<file path="config.mk">
export PLATFORM = sky130hd
export DESIGN_NAME = axis_diff_sequencer
export DESIGN_NICKNAME = d
export VERILOG_FILES = /design/src/rtl/axis_diff_sequencer.sv
export SDC_FILE = /design/constraint.sdc
export NUM_CORES = 1
export LEC_CHECK = 0
export ABC_AREA = 1
export BUFFER_PORTS_ARGS = -buffer_cell sky130_fd_sc_hd__buf_2
export CORE_AREA = 2 2 72 142
export DETAILED_ROUTE_END_ITERATION = 7
export DIE_AREA = 0 0 74 144
export HOLD_SLACK_MARGIN = 0.03
export PLACE_DENSITY = 0.73
export SLEW_MARGIN = 10
export SYNTH_ARGS = -nofsm -noshare
export SYNTH_HDL_FRONTEND = slang
export SYNTH_SLANG_ARGS = --single-unit
</file>
<file path="constraint.sdc">
create_clock -name aclk -period 3 [get_ports aclk]
set_input_delay 0.6 -clock aclk [delete_from_list [all_inputs] [get_ports aclk]]
set_output_delay 0.6 -clock aclk [all_outputs]
set_load 0.02 [all_outputs]
</file>
<file path="src/rtl/axis_diff_sequencer.sv">
// Sequencer around the axis_differentiator: decimates input, flushes history,
// blanks the start-up transient and counts output beats lost to backpressure.
module axis_diff_sequencer #(
  parameter int AXIS_TDATA_WIDTH = 16,
  parameter int FLUSH_LEN        = 5,
  parameter int PRIME_LEN        = 3,
  parameter int DECIM_WIDTH      = 16
) (
  input  logic                        aclk,
  input  logic                        areset,
  input  logic                        enable,
  input  logic [DECIM_WIDTH-1:0]      decimation,
  input  logic                        S_AXIS_tvalid,
  input  logic [AXIS_TDATA_WIDTH-1:0] S_AXIS_tdata,
  output logic                        S_AXIS_tready,
  output logic                        D_AXIS_tvalid,
  output logic [AXIS_TDATA_WIDTH-1:0] D_AXIS_tdata,
  input  logic                        R_AXIS_tvalid,
  input  logic [AXIS_TDATA_WIDTH-1:0] R_AXIS_tdata,
  input  logic                        M_AXIS_tready,
  output logic                        M_AXIS_tvalid,
  output logic [AXIS_TDATA_WIDTH-1:0] M_AXIS_tdata,
  output logic [1:0]                  state,
  output logic [15:0]                 overflow_count
);

  localparam int FW = (FLUSH_LEN > 1) ? $clog2(FLUSH_LEN) : 1;
  localparam int PW = (PRIME_LEN > 1) ? $clog2(PRIME_LEN) : 1;
  localparam int FL = FLUSH_LEN - 1;
  localparam int PL = (PRIME_LEN > 0) ? PRIME_LEN - 1 : 0;

  typedef enum logic [1:0] {
    ST_IDLE  = 2'd0,
    ST_FLUSH = 2'd1,
    ST_PRIME = 2'd2,
    ST_RUN   = 2'd3
  } state_t;

  state_t                      r_state;
  state_t                      w_next;
  logic [FW-1:0]               r_fcnt;
  logic [PW-1:0]               r_pcnt;
  logic [DECIM_WIDTH-1:0]      r_dcnt;
  logic [DECIM_WIDTH-1:0]      r_dec;
  logic                        r_d_valid;
  logic [AXIS_TDATA_WIDTH-1:0] r_d_data;
  logic                        r_m_valid;
  logic [AXIS_TDATA_WIDTH-1:0] r_m_data;
  logic [15:0]                 r_ovf;
  logic                        w_active;
  logic                        w_fwd;
  logic                        w_start;
  logic                        w_m_fire;

  assign w_active = (r_state == ST_PRIME) || (r_state == ST_RUN);
  assign w_fwd    = w_active && S_AXIS_tvalid && (r_dcnt == r_dec) &&
                    (w_next != ST_IDLE);
  assign w_start  = (r_state == ST_IDLE) && (w_next == ST_FLUSH);
  assign w_m_fire = R_AXIS_tvalid && (r_state == ST_RUN) && enable;

  always_comb begin
    w_next = r_state;
    unique case (r_state)
      ST_IDLE: begin
        if (enable) w_next = ST_FLUSH;
      end
      ST_FLUSH: begin
        if (!enable) w_next = ST_IDLE;
        else if (r_fcnt == FW'(FL))
          w_next = (PRIME_LEN == 0) ? ST_RUN : ST_PRIME;
      end
      ST_PRIME: begin
        if (!enable) w_next = ST_IDLE;
        else if (R_AXIS_tvalid && (r_pcnt == PW'(PL)))
          w_next = ST_RUN;
      end
      ST_RUN: begin
        if (!enable) w_next = ST_IDLE;
      end
      default: w_next = ST_IDLE;
    endcase
  end

  always_ff @(posedge aclk or posedge areset) begin
    if (areset) begin
      r_state   <= ST_IDLE;
      r_fcnt    <= '0;
      r_pcnt    <= '0;
      r_dcnt    <= '0;
      r_dec     <= '0;
      r_d_valid <= 1'b0;
      r_d_data  <= '0;
      r_m_valid <= 1'b0;
      r_m_data  <= '0;
      r_ovf     <= '0;
    end else begin
      r_state <= w_next;

      if (w_start) begin
        r_dec  <= decimation;
        r_fcnt <= '0;
      end else if (r_state == ST_FLUSH) begin
        r_fcnt <= r_fcnt + 1'b1;
      end

      if (r_state != ST_PRIME) r_pcnt <= '0;
      else if (R_AXIS_tvalid)  r_pcnt <= r_pcnt + 1'b1;

      // Phase restarts on every PRIME/RUN entry
      if (w_next != r_state) r_dcnt <= '0;
      else if (w_active && S_AXIS_tvalid)
        r_dcnt <= (r_dcnt == r_dec) ? '0 : r_dcnt + 1'b1;

      r_d_valid <= (w_next == ST_FLUSH) || w_fwd;
      if (w_next == ST_FLUSH) r_d_data <= '0;
      else if (w_fwd)         r_d_data <= S_AXIS_tdata;

      r_m_valid <= w_m_fire;
      if (w_m_fire) r_m_data <= R_AXIS_tdata;

      if (w_start) r_ovf <= '0;
      else if (r_m_valid && !M_AXIS_tready && (r_ovf != 16'hFFFF))
        r_ovf <= r_ovf + 16'd1;
    end
  end

  assign S_AXIS_tready  = 1'b1;
  assign D_AXIS_tvalid  = r_d_valid;
  assign D_AXIS_tdata   = r_d_data;
  assign M_AXIS_tvalid  = r_m_valid;
  assign M_AXIS_tdata   = r_m_data;
  assign state          = r_state;
  assign overflow_count = r_ovf;

endmodule

</file>
# Word-level counts from Yosys, hierarchy flattened
# Cells that the tools add are included.
# word_totals
register_bits	89
inputBits	54
output_inout_bits	53
elab_cells	61
# classes
n_addsub	4
n_eq_ne	10
muxes	18
n_reduce_logical	19
# ops
op	n
two-way mux 16 bit	7
adder 16 x 1 -> 16 bit, second input constant	2
equality test 16 bit	1
two-way mux 2 bit	8
inequality test 16 bit, second input constant	1
nonzero test 2 bit	6
logical AND 1 bit	9
one-hot mux 2 bit (4 select lines)	1
equality test 2 bit, second input constant	3
two-way mux 3 bit	2
equality test 2 x 1 -> 1 bit, second input constant	2
adder 3 x 1 -> 3 bit, second input constant	1
equality test 3 bit, second input constant	1
adder 2 x 1 -> 2 bit, second input constant	1
logical NOT 2 bit	1
logical OR 1 bit	2
inequality test 2 bit	1
inequality test 2 bit, second input constant	1
logical NOT 1 bit	1

# Longest topological paths before layout
# depth
word_depth	9
ltp_mapped	11
mapped_depth_nobuf	10

# Worst setup path before layout
# OpenSTA, ideal clock, no wires.
# synth_path
path_type	in2reg
startpoint	input enable
endpoint	register r_m_data[0], in the netlist M_AXIS_tdata[0]
setup_time_ps	125
arrival_time_ps	1640
required_time_ps	2875
setup_slack_ps	1235
cell_stages	4
n_path_buf	1
path_cell_list	inv_1 nor4_4 buf_6 mux2_4
# synth_via
elab_chain_cells	1
# synth_rtl
item	line_no	rtl
start, declared	11	input logic enable,
logical AND 1 bit	59	assign w_m_fire = R_AXIS_tvalid && (r_state == ST_RUN) && enable;
named net w_m_fire	53	logic w_m_fire;
end signal, assigned	119	if (w_m_fire) r_m_data <= R_AXIS_tdata;
end, declared	48	logic [AXIS_TDATA_WIDTH-1:0] r_m_data;
# The timed path passes the listed nets, and every way through them passes these cells.
# A chain may end at the register's enable or synchronous reset.

# Worst setup path after layout
# layout_path
startpoint	register r_fcnt[0]
endpoint	register r_d_data[2], in the netlist D_AXIS_tdata[2]
# layout_via
elab_chain_cells	7
word_cells_on_any_way	9
cone_classes	eq/ne: 2; mux: 4; reduce/logical: 3
# layout_rtl
item	line_no	rtl
start, declared	41	logic [FW-1:0] r_fcnt;
start signal, assigned	103	r_fcnt <= r_fcnt + 1'b1;
equality test 3 bit (*)	69	else if (r_fcnt == FW'(FL))
two-way mux 2 bit (*)	69	
two-way mux 2 bit (*)	68	if (!enable) w_next = ST_IDLE;
one-hot mux 2 bit (4 select lines) (*)	63	unique case (r_state)
nonzero test 2 bit	57	(w_next != ST_IDLE);
logical AND 1 bit	56	assign w_fwd = w_active && S_AXIS_tvalid && (r_dcnt == r_dec) &&
nonzero test 2 bit (no line)	-	
end signal, assigned	116	else if (w_fwd) r_d_data <= S_AXIS_tdata;
end, declared	46	logic [AXIS_TDATA_WIDTH-1:0] r_d_data;
# Every way passes the cells marked *; elsewhere a longest branch is shown, timed or not.

==> impl_results.md <==
- N_diodes: 0
- First-pass GRT wire length: 17300 microns
- Clock sink count: 89
- Asr flop ratio synth: 1.00
- GRT overflow: 0
- Fin. Hold Viols: 0
- # DRC: 0
- Die area: around 11000 sq um
- Post-CTS setup buffers: 0
- Mapped Area: 4440 sq um
- Nets: about 690
- Required time worst endpoint: roughly 3.3 ns
- Leak: approximately 2.8 nW
- Setup TNS: 0 ns
- Cell variety after synth: 37
- Hold WS: approximately 0.37 ns
- Slew headroom: 0.470
- Tot GR Track Use: 0.209
- Pwr/cell area: 644 nW/um^2
- Post-synth EDFFs: 0
- Die height: around 140 microns
- FILL cells: roughly 880
- DRT Pass-1 Iters: 4
- Status: finished, final reports clean
- Number of DRC markers in iteration 0: 157
- Die X-Extent: about 74 microns
- Vias in the first global route: around 3800
- Share of cells above drive strength 1: 0.252
- Crit path cell chain: inv_1 > ha_1 > nand3_1 > a21oi_4 > nand2b_1 > nand3_1 > nand2_1
- Final period util: 0.720
- Clock Skew: 0.00816 ns
- Most common cell on crit path: nand3_1
- Max Slew Vio Count: 0
- Primary FF master, synth: dfrtp_1
- Final WL: 10500 microns
- Synth Register Bits: between 80 and 90
- Gates resized, CTS repair: 0
- # rows: a little over 50
- Worst vdd ir: roughly 430 uV
- DP HPWL: 7820 microns
- Fin util: 0.560
- Max-cap viol count: 0
- Avg Cell Area, Syn: between 8 and 9 sq um
- Worst Setup Path Type: reg -> reg
- Hold Crit Class: in -> async
- I/O Pins: between 100 and 150
- WP data arrival: 2.43 ns
- Commonest non-fill, non-tap cells in the layout: 136 x nand2_1, 105 x buf_2, 89 x dfrtp_1
- Initial antenna violation count: 0
- Top cell family by delay on the critical path: simple AND/OR/NAND/NOR gates
- WL/cell: about 14 microns
- Via Count: around 3800
- Post-Syn Instances: 520
- Mapped Nets: between 500 and 600
- Element type at the critical path start: register
- Critical Path Slowest Stage Cell: nand2b_1
- Unrepaired setup endpoints after global routing: false
- Slowest Stage Delay on Critical Path: a little under 0.6 ns
- CTS Buf Count: 9
- CTS clock-pin slew for the worst setup and hold paths: around 0.070 ns
- Core region area: 9640 sq um
- Most common cell after layout, fill and taps aside: nand2_1
- Sequential cell area: 2230 sq um
- Final setup fails: 0
- Area delta synth->final: 21.6%
- Clk_lat worst skew: between 0.3 and 0.4 ns
- Synth Warn #: 0
- H-tree Lvls: 3
- Sequential area share after synthesis: 0.502
- Max Buffers Root-to-Sink: 2
- Routability cong.: 0.958
- Initial Util: 0.461
- Area of the multi-input gates: around 1900 sq um
- CTS tree: done
- Vias per cell: approximately 5.0
- Slew @ Worst Pin: between 0.7 and 0.8 ns
- Largest net degree at the start of global routing: between 40 and 50
- Post-route antenna net violation count: 0
- CTS Root Cell: clkbuf_16
- Type of destination of the critical path: register
- Port Buffers: between 100 and 150
- Cts-stage hold buffer count: 0
- Tmin final: ~2.2 ns
- Critical path buffers and inverters: 1
- Critical path fanouts, max: 19
- Fmax: around 0.46 GHz
[kinds of logic (layout without fill, tap and decap cells)]
family / after synthesis / in the layout / synth area share
simple gates: 264 / 264 / 0.260
compound gates: 51 / 51 / 0.0682
fa+ha+maj: 5 / 5 / 0.0141
flops: 89 / 89 / 0.502
buf+inv: 74 / 185 / 0.0682
xor+xnor: 20 / 20 / 0.0394
other cells: 1 / 1 / 0.000844
mux: 16 / 16 / 0.0482
[stage by stage]
stage | cell area (sq um) | setup slack, ns | total power [mW] | instances
2_1_floorplan | 4440 | 0.0931 | 2.10 | 520
3_3_place_gp | 5100 | 0.886 | 2.35 | 747
3_5_place_dp | 5100 | 0.843 | 2.38 | 747
4_1_cts | 5400 | 0.830 | 3.52 | 763
5_1_grt | 5400 | 0.618 | 3.66 | 763
6_report | 5400 | 0.840 | 3.47 | 763
[registers in the layout, indices dropped and copies added (netlist names)]
register and cells:
D_AXIS_tdata 16, r_dec 16, r_pcnt 2, r_dcnt 16, overflow_count 16, D_AXIS_tvalid 1
r_fcnt 3, M_AXIS_tdata 16, M_AXIS_tvalid 1, state 2
[synth_stat cells, types with 8 or more instances]
library cell  instances  area (sq um)
nand2_1             136           510
dfrtp_1              89          2230
inv_1                50           188
nor2_1               50           188
nand3_1              41           205
o21ai_0              29           145
nand4_1              20           125
xor2_1               17           149
a21oi_1              10          50.1
mux2_4                9           135
clkbuf_1              8          30.0
nor3_1                8          40.0
[worst register-to-register path: stages (launching register included)]
cell and delay [ns]:
dfrtp_1 0.40, inv_1 0.08, ha_1 0.15, nand3_1 0.17
a21oi_4 0.47, nand2b_1 0.59, nand3_1 0.16, nand2_1 0.09
[layer usage]
layer / part of all wire / GRT usage / wire (microns)
met1: 0.38 / 0.234 / 3990
met4: 0.022 / 0.0938 / 227
met2: 0.55 / 0.371 / 5790
met5: 0 / 0 / 0
met3: 0.044 / 0.0425 / 455
[final timing paths]
path	end	cells past startpoint	startpoint	slack (ns)
max reg2reg	D_AXIS_tdata[2]$_DFFE_PP0P_	7	r_fcnt[0]$_DFFE_PP0P_	0.84
min reg2reg	M_AXIS_tdata[11]$_DFFE_PP0P_	1	M_AXIS_tdata[11]$_DFFE_PP0P_	0.50
max	D_AXIS_tdata[2]$_DFFE_PP0P_	7	r_fcnt[0]$_DFFE_PP0P_	0.84
min	overflow_count[5]$_DFFE_PP0P_	2	areset	0.37
min in group aclk	r_dec[2]$_DFFE_PP0P_	3	decimation[2]	0.47
max in group asynchronous	r_dec[6]$_DFFE_PP0P_	3	areset	1.93
[where the power goes]
part | switching, mW | total [mW] | internal [mW]
clock network | 0.457 | 1.12 | 0.665
registers | 0.132 | 1.53 | 1.40
logic | 0.504 | 0.823 | 0.319
total | 1.09 | 3.47 | 2.38
[area by class of cell]
type / instances / area share
sequential: 89 / 0.413
timing repair buffer: 110 / 0.107
clock inverter: 5 / 0.0102
tap: 132 / 0.0306
multi-input combinational: 357 / 0.354
inverter: 59 / 0.0413
clock buffer: 11 / 0.0450
(Power assumes the default switching activity.)
